## config.mk

```make
export PLATFORM = sky130hd
export DESIGN_NAME = usb_tx_sequencer
export DESIGN_NICKNAME = d
export VERILOG_FILES = /design/src/rtl/usb_tx_sequencer.sv
export SDC_FILE = /design/constraint.sdc
export NUM_CORES = 1
export LEC_CHECK = 0
export CORE_UTILIZATION = 60
export CTS_CLUSTER_DIAMETER = 120
export CTS_CLUSTER_SIZE = 16
export DETAILED_ROUTE_END_ITERATION = 16
export PLACE_DENSITY = 0.85
export RECOVER_POWER = 100
export SLEW_MARGIN = 30
export SYNTH_ARGS = -nofsm -noshare
export SYNTH_HDL_FRONTEND = slang
export SYNTH_SLANG_ARGS = --single-unit
```

## constraint.sdc

```tcl
create_clock -name clk -period 3.4 [get_ports clk]
set_clock_uncertainty 0.1 [all_clocks]
set_input_delay 0.34 -clock clk [delete_from_list [all_inputs] [get_ports clk]]
set_output_delay 0.34 -clock clk [all_outputs]
set_load 0.05 [all_outputs]
```

## src/rtl/usb_tx_sequencer.sv

```systemverilog
// ---------------------------------------------------------------------------
// usb_tx_sequencer
// Transmit packet sequencer for the USB transmit path. It sits between the
// transmit byte FIFO and the bit-stuffing/NRZI controller. A start request
// serializes one packet: SYNC, PID, payload bytes, CRC16 (data PIDs only)
// and EOP. Each bit is paced by the bit-rate strobe, and the sequencer waits
// whenever the stuffer holds it.
//
// Ports:
//   clk          system clock
//   rst          asynchronous, active-low reset
//   shift_enable one-cycle bit-time strobe
//   stuff_hold   stuffer is inserting a stuffed bit on this strobe
//   tx_start     start request, only honoured while idle
//   tx_pid       PID nibble
//   tx_len       payload byte count (saturates to MAX_BYTES)
//   fifo_empty   transmit FIFO empty
//   fifo_rdata   show-ahead FIFO head byte
//   fifo_read    one-cycle pop, asserted in the cycle of the load edge
//   tx_bit       current serial bit (registered)
//   tx_active    bit stream valid, SYNC through CRC
//   tx_eop       drive SE0
//   tx_busy      sequencer is not idle
//   tx_done      one-cycle pulse at packet end
//   tx_underrun  one-cycle pulse when a byte load finds the FIFO empty
// ---------------------------------------------------------------------------
module usb_tx_sequencer #(
  parameter int MAX_BYTES = 64,
  parameter int LEN_W     = 7
) (
  input  logic             clk,
  input  logic             rst,
  input  logic             shift_enable,
  input  logic             stuff_hold,
  input  logic             tx_start,
  input  logic [3:0]       tx_pid,
  input  logic [LEN_W-1:0] tx_len,
  input  logic             fifo_empty,
  input  logic [7:0]       fifo_rdata,
  output logic             fifo_read,
  output logic             tx_bit,
  output logic             tx_active,
  output logic             tx_eop,
  output logic             tx_busy,
  output logic             tx_done,
  output logic             tx_underrun
);

  typedef enum logic [2:0] {
    S_IDLE, S_SYNC, S_PID, S_DATA, S_CRC, S_EOP, S_IDLE_J
  } state_e;

  localparam logic [LEN_W-1:0] MAX_LEN = LEN_W'(MAX_BYTES);

  state_e           state_q, state_d;
  logic [3:0]       pid_q, pid_d;
  logic [LEN_W-1:0] remain_q, remain_d;
  logic [7:0]       shreg_q, shreg_d;
  logic [3:0]       bit_cnt_q, bit_cnt_d;
  logic [15:0]      crc_q, crc_d;
  logic             tx_bit_q, tx_bit_d;
  logic             tx_done_q, tx_done_d;
  logic             adv;
  logic             load_req;

  // Serial CRC16 step, polynomial 0x8005, fed with one departing data bit.
  function automatic logic [15:0] crc_step(input logic [15:0] c, input logic b);
    logic fb;
    fb = b ^ c[15];
    return {c[14:0], 1'b0} ^ (fb ? 16'h8005 : 16'h0000);
  endfunction

  // State and datapath registers; reset aborts any packet in flight.
  always_ff @(posedge clk or negedge rst) begin
    if (!rst) begin
      state_q   <= S_IDLE;
      pid_q     <= '0;
      remain_q  <= '0;
      shreg_q   <= '0;
      bit_cnt_q <= '0;
      crc_q     <= '0;
      tx_bit_q  <= 1'b0;
      tx_done_q <= 1'b0;
    end else begin
      state_q   <= state_d;
      pid_q     <= pid_d;
      remain_q  <= remain_d;
      shreg_q   <= shreg_d;
      bit_cnt_q <= bit_cnt_d;
      crc_q     <= crc_d;
      tx_bit_q  <= tx_bit_d;
      tx_done_q <= tx_done_d;
    end
  end

  // Next-state logic. tx_bit_d is always set alongside the shift register
  // (or CRC) so the registered tx_bit tracks the bit on the wire and only
  // moves on an advancing strobe. Byte loads from PID and DATA share the
  // load_req path at the bottom so underrun handling lives in one place.
  always_comb begin
    state_d     = state_q;
    pid_d       = pid_q;
    remain_d    = remain_q;
    shreg_d     = shreg_q;
    bit_cnt_d   = bit_cnt_q;
    crc_d       = crc_q;
    tx_bit_d    = tx_bit_q;
    tx_done_d   = 1'b0;
    fifo_read   = 1'b0;
    tx_underrun = 1'b0;
    load_req    = 1'b0;
    adv         = shift_enable & ~stuff_hold;

    case (state_q)
      S_IDLE: begin
        if (tx_start) begin
          pid_d     = tx_pid;
          remain_d  = (tx_len > MAX_LEN) ? MAX_LEN : tx_len;
          shreg_d   = 8'h80;
          bit_cnt_d = '0;
          crc_d     = 16'hFFFF;
          tx_bit_d  = 1'b0;
          state_d   = S_SYNC;
        end
      end

      S_SYNC: begin
        if (adv) begin
          if (bit_cnt_q == 4'd7) begin
            shreg_d   = {~pid_q, pid_q};
            bit_cnt_d = '0;
            state_d   = S_PID;
          end else begin
            shreg_d   = shreg_q >> 1;
            bit_cnt_d = bit_cnt_q + 4'd1;
          end
          tx_bit_d = shreg_d[0];
        end
      end

      S_PID: begin
        if (adv) begin
          if (bit_cnt_q == 4'd7) begin
            bit_cnt_d = '0;
            if (pid_q[1:0] == 2'b11) begin
              if (remain_q != '0) begin
                load_req = 1'b1;
              end else begin
                state_d  = S_CRC;
                tx_bit_d = ~crc_q[15];
              end
            end else begin
              shreg_d  = '0;
              tx_bit_d = 1'b0;
              state_d  = S_EOP;
            end
          end else begin
            shreg_d   = shreg_q >> 1;
            bit_cnt_d = bit_cnt_q + 4'd1;
            tx_bit_d  = shreg_d[0];
          end
        end
      end

      S_DATA: begin
        if (adv) begin
          crc_d = crc_step(crc_q, shreg_q[0]);
          if (bit_cnt_q == 4'd7) begin
            bit_cnt_d = '0;
            if (remain_q != '0) begin
              load_req = 1'b1;
            end else begin
              state_d  = S_CRC;
              tx_bit_d = ~crc_d[15];
            end
          end else begin
            shreg_d   = shreg_q >> 1;
            bit_cnt_d = bit_cnt_q + 4'd1;
            tx_bit_d  = shreg_d[0];
          end
        end
      end

      // The CRC register is shifted left so its MSB is always the next
      // bit out; the complement is what goes on the wire.
      S_CRC: begin
        if (adv) begin
          if (bit_cnt_q == 4'd15) begin
            bit_cnt_d = '0;
            shreg_d   = '0;
            tx_bit_d  = 1'b0;
            state_d   = S_EOP;
          end else begin
            crc_d     = {crc_q[14:0], 1'b0};
            bit_cnt_d = bit_cnt_q + 4'd1;
            tx_bit_d  = ~crc_d[15];
          end
        end
      end

      S_EOP: begin
        if (shift_enable) begin
          if (bit_cnt_q == 4'd1) begin
            bit_cnt_d = '0;
            state_d   = S_IDLE_J;
          end else begin
            bit_cnt_d = bit_cnt_q + 4'd1;
          end
        end
      end

      S_IDLE_J: begin
        if (shift_enable) begin
          tx_done_d = 1'b1;
          state_d   = S_IDLE;
        end
      end

      default: state_d = S_IDLE;
    endcase

    // An empty FIFO at a byte boundary ends the packet early with no CRC.
    if (load_req) begin
      if (fifo_empty) begin
        tx_underrun = 1'b1;
        shreg_d     = '0;
        tx_bit_d    = 1'b0;
        state_d     = S_EOP;
      end else begin
        fifo_read = 1'b1;
        shreg_d   = fifo_rdata;
        remain_d  = remain_q - LEN_W'(1);
        tx_bit_d  = fifo_rdata[0];
        state_d   = S_DATA;
      end
    end
  end

  assign tx_bit    = tx_bit_q;
  assign tx_done   = tx_done_q;
  assign tx_busy   = (state_q != S_IDLE);
  assign tx_eop    = (state_q == S_EOP);
  assign tx_active = (state_q == S_SYNC) || (state_q == S_PID) ||
                     (state_q == S_DATA) || (state_q == S_CRC);

endmodule
```

==> metrics.md <==
| Metric | Value |
|---|---|
| Critical Path AT | 2610 ps |
| Seq/Total Area, Yosys | 0.4122 |
| Post-DP HPWL | 4371 µm |
| List of most frequent post-synthesis cells | dfrtp_1 (44), nor2_1 (39), a21oi_1 (38), nand2_1 (29) |
| Fillcell total | 338 |
| Most frequent cell on the critical path | nand2_1 |
| Mapped Area | 0.002671 mm² |
| Yosys top cell by area | dfrtp_1 |
| Multi-input logic area | 0.001424 mm² |
| Die W | 68.73 µm |
| Via count | 2,377 |
| Hold Fails Final Rpt | 0 |
| Failing checks | max-capacitance violations |
| Largest delay share family, worst path | simple AND/OR/NAND/NOR gates |
| Max frequency | 327.6 MHz |
| Highest routed layer | met4 |
| Final worst path period share | 0.8977 |
| Syn. warnings | 0 |
| DRT Pass-1 Iters | 4 |
| Kind of critical path | flip-flop to output pin |
| Initial Util | 0.6446 |
| Die area | 0.004723 mm² |
| Final net count | 360 |
| Reg area | 0.001101 mm² |
| DR WL met2 | 2856 µm |
| Worst-path clk slew | 80 ps |
| P_leak | 1.271 nW |
| Main synth FF type | dfrtp_1 |
| Clock Latency Late Sink | 300 ps |
| CP Max Fanout | 16 |
| Hold path startpoint | shreg_q[2] |
| Post-synth EDFFs | 0 |
| Critical path launch point type | flip-flop |
| Synth top area share | 0.4122 |
| PD cells | 629.8 mW/mm² |
| Slew HR | 0.004427 |
| Share of layout cells above drive strength 1 | 0.08108 |
| H-tree depth | 2 |
| Max Root-Sink Buffers | 2 |
| Status | finished with violations |
| Area Growth Syn to Fin | 15.08% |
| WP data required | 2960 ps |
| Setup TNS | 0 ps |
| Placer Congestion | 0.9133 |
| Root Buffer | clkbuf_8 |
| DRT iter0 DRCs | 124 |
| Final instance area | 0.003074 mm² |
| Met3 routed WL | 374 µm |
| Gr usage total | 0.2868 |
| Critical Path, Cell by Cell | nor2_1, nand2_1, nand2_1, clkdlybuf4s50_1 |
| # rows | 23 |
| Worst setup EP type | output pin |
| First-pass GRT wire length | 10,100 µm |
| WL met1 | 2644 µm |
| Mapped Cells | 302 |
| Synth cell types | 53 |
| Via density | 6.206 |
| Max-Cap Viols | 1 |
| I/O Buffers | 31 |
| Largest net degree at the start of global routing | 29 |
| Hold Crit Class | flip-flop to flip-flop |
| CTS tree | done |
| Sink Count | 44 |
| Diode count | 0 |
| Fraction of registers with async set/reset | 1.000 |
| Most numerous cell in the Yosys netlist | dfrtp_1 |
| Final-report max-slew violation count | 0 |
| DIE HEIGHT | 68.73 µm |
| Final ANT Viol Nets | 0 |
| DRC | 0 |
| Crit-path max cell delay | 810 ps |
| Reg2reg setup slack | 480 ps |
| Placed Instance Area | 0.003004 mm² |
| I/O pin count | 32 |
| Number of CTS-inserted buffers | 5 |
| Avg WL per Cell | 15.51 µm |
| Number of global-route vias before repair | 2,185 |
| Final setup fails | 0 |
| CORE AREA | 0.004144 mm² |
| Worst VDD drop | 0.3369 mV |
| Overflow after GRT | 0 |
| RSZ-0062 raised after global routing | false |
| Syn avg cell area | 8.845 µm² |
| Seq cells post-synth | 44 |
| WP buf/inv | 1 |
| Slowest CP cell | clkdlybuf4s50_1 |
| Worst-Margin Slew | 1493 ps |
| Net Count, Synth | 330 |
| R2r startpoint | state_q[2] |
| Routed WL | 5941 µm |
| Top post-synthesis cells by area | dfrtp_1 (41%), a21oi_1 (7.1%), nor2_1 (5.5%) |
| Final Critical Period | 3052 ps |
| Worst setup startpoint | state_q[1] |
| Design Power | 1.936 mW |
| Antenna violations before repair | 0 |
| WHS | 417.3 ps |
==> logic make-up after synthesis <==
family	count (synthesis)	share of synthesized area
buffers and inverters	24	0.04449
multiplexers	13	0.05293
XOR/XNOR	2	0.006559
AO/OA/AOI/OAI	100	0.2473
flip-flops	44	0.4122
adder cells (fa/ha/maj)	4	0.01780
AND/OR/NAND/NOR	115	0.2187
==> routing by layer <==
metal	vias to the layer above	track usage
met1	1130	0.3823
li1	1155	-
met2	82	0.4841
met4	0	0.07143
met3	10	0.04770
met5	-	0
==> repair_timing <==
| item | in CTS | in global routing |
|---|---|---|
| resized for setup | 0 | 0 |
| endpoints found under the hold margin | 16 | 0 |
| hold buffers | 1 | 0 |
| setup buffers | 0 | 0 |
==> path summary, 6_finish.rpt <==
kind,end,cells after the start
max in group asynchronous,shreg_q[7],3
setup reg to reg,crc_q[13],7
hold reg to reg,shreg_q[2],1
setup / recovery,tx_active,4
hold / removal,shreg_q[2],1
min in group asynchronous,remain_q[0],2
==> report_power, final <==
group,switching (mW),internal (mW),total [mW]
clock,0.187,0.221,0.409
combinational,0.379,0.314,0.693
sequential,0.157,0.677,0.834
total,0.724,1.21,1.94
==> flip-flops by register name (all words and copies together) (netlist names) <==
register,cells
bit_cnt_q,4
crc_q,16
tx_bit,1
state_q,3
shreg_q,8
remain_q,7
pid_q,4
tx_done,1
==> through the flow <==
stage,setup slack (ps),std cells,util
after CTS,441.7,383,0.7551
final,347.9,383,0.7418
after floorplan,799.2,302,-
after global placement,627.9,373,0.7192
after detailed placement,586.4,374,0.7249
after global routing,181.1,383,0.7418
==> layout by cell type, fill, tap and decap left out, types with 4 or more instances in the layout <==
master           count
nand2b_1             5
a21oi_1             37
clkbuf_8             5
o21a_1               5
a211oi_1             4
nand3_1              6
inv_1               12
mux2_2               9
dlygate4sd3_1        7
o21ai_0             12
mux2i_1              4
nand2_1             29
a22oi_1              5
o2bb2ai_1            6
clkdlybuf4s50_1     24
dfrtp_1             44
nor3_1              10
a31oi_1              7
a22o_1               4
nor2_1              40
==> area by class of cell <==
type,count,share of cell area
flip-flops and latches,44,0.3582
repair buffers,35,0.1062
multi-input cells,234,0.4632
inverters,12,0.01465
clock inverters,3,0.01506
clock buffers,5,0.02239
well taps,50,0.02035
(Power assumes the default switching activity.)
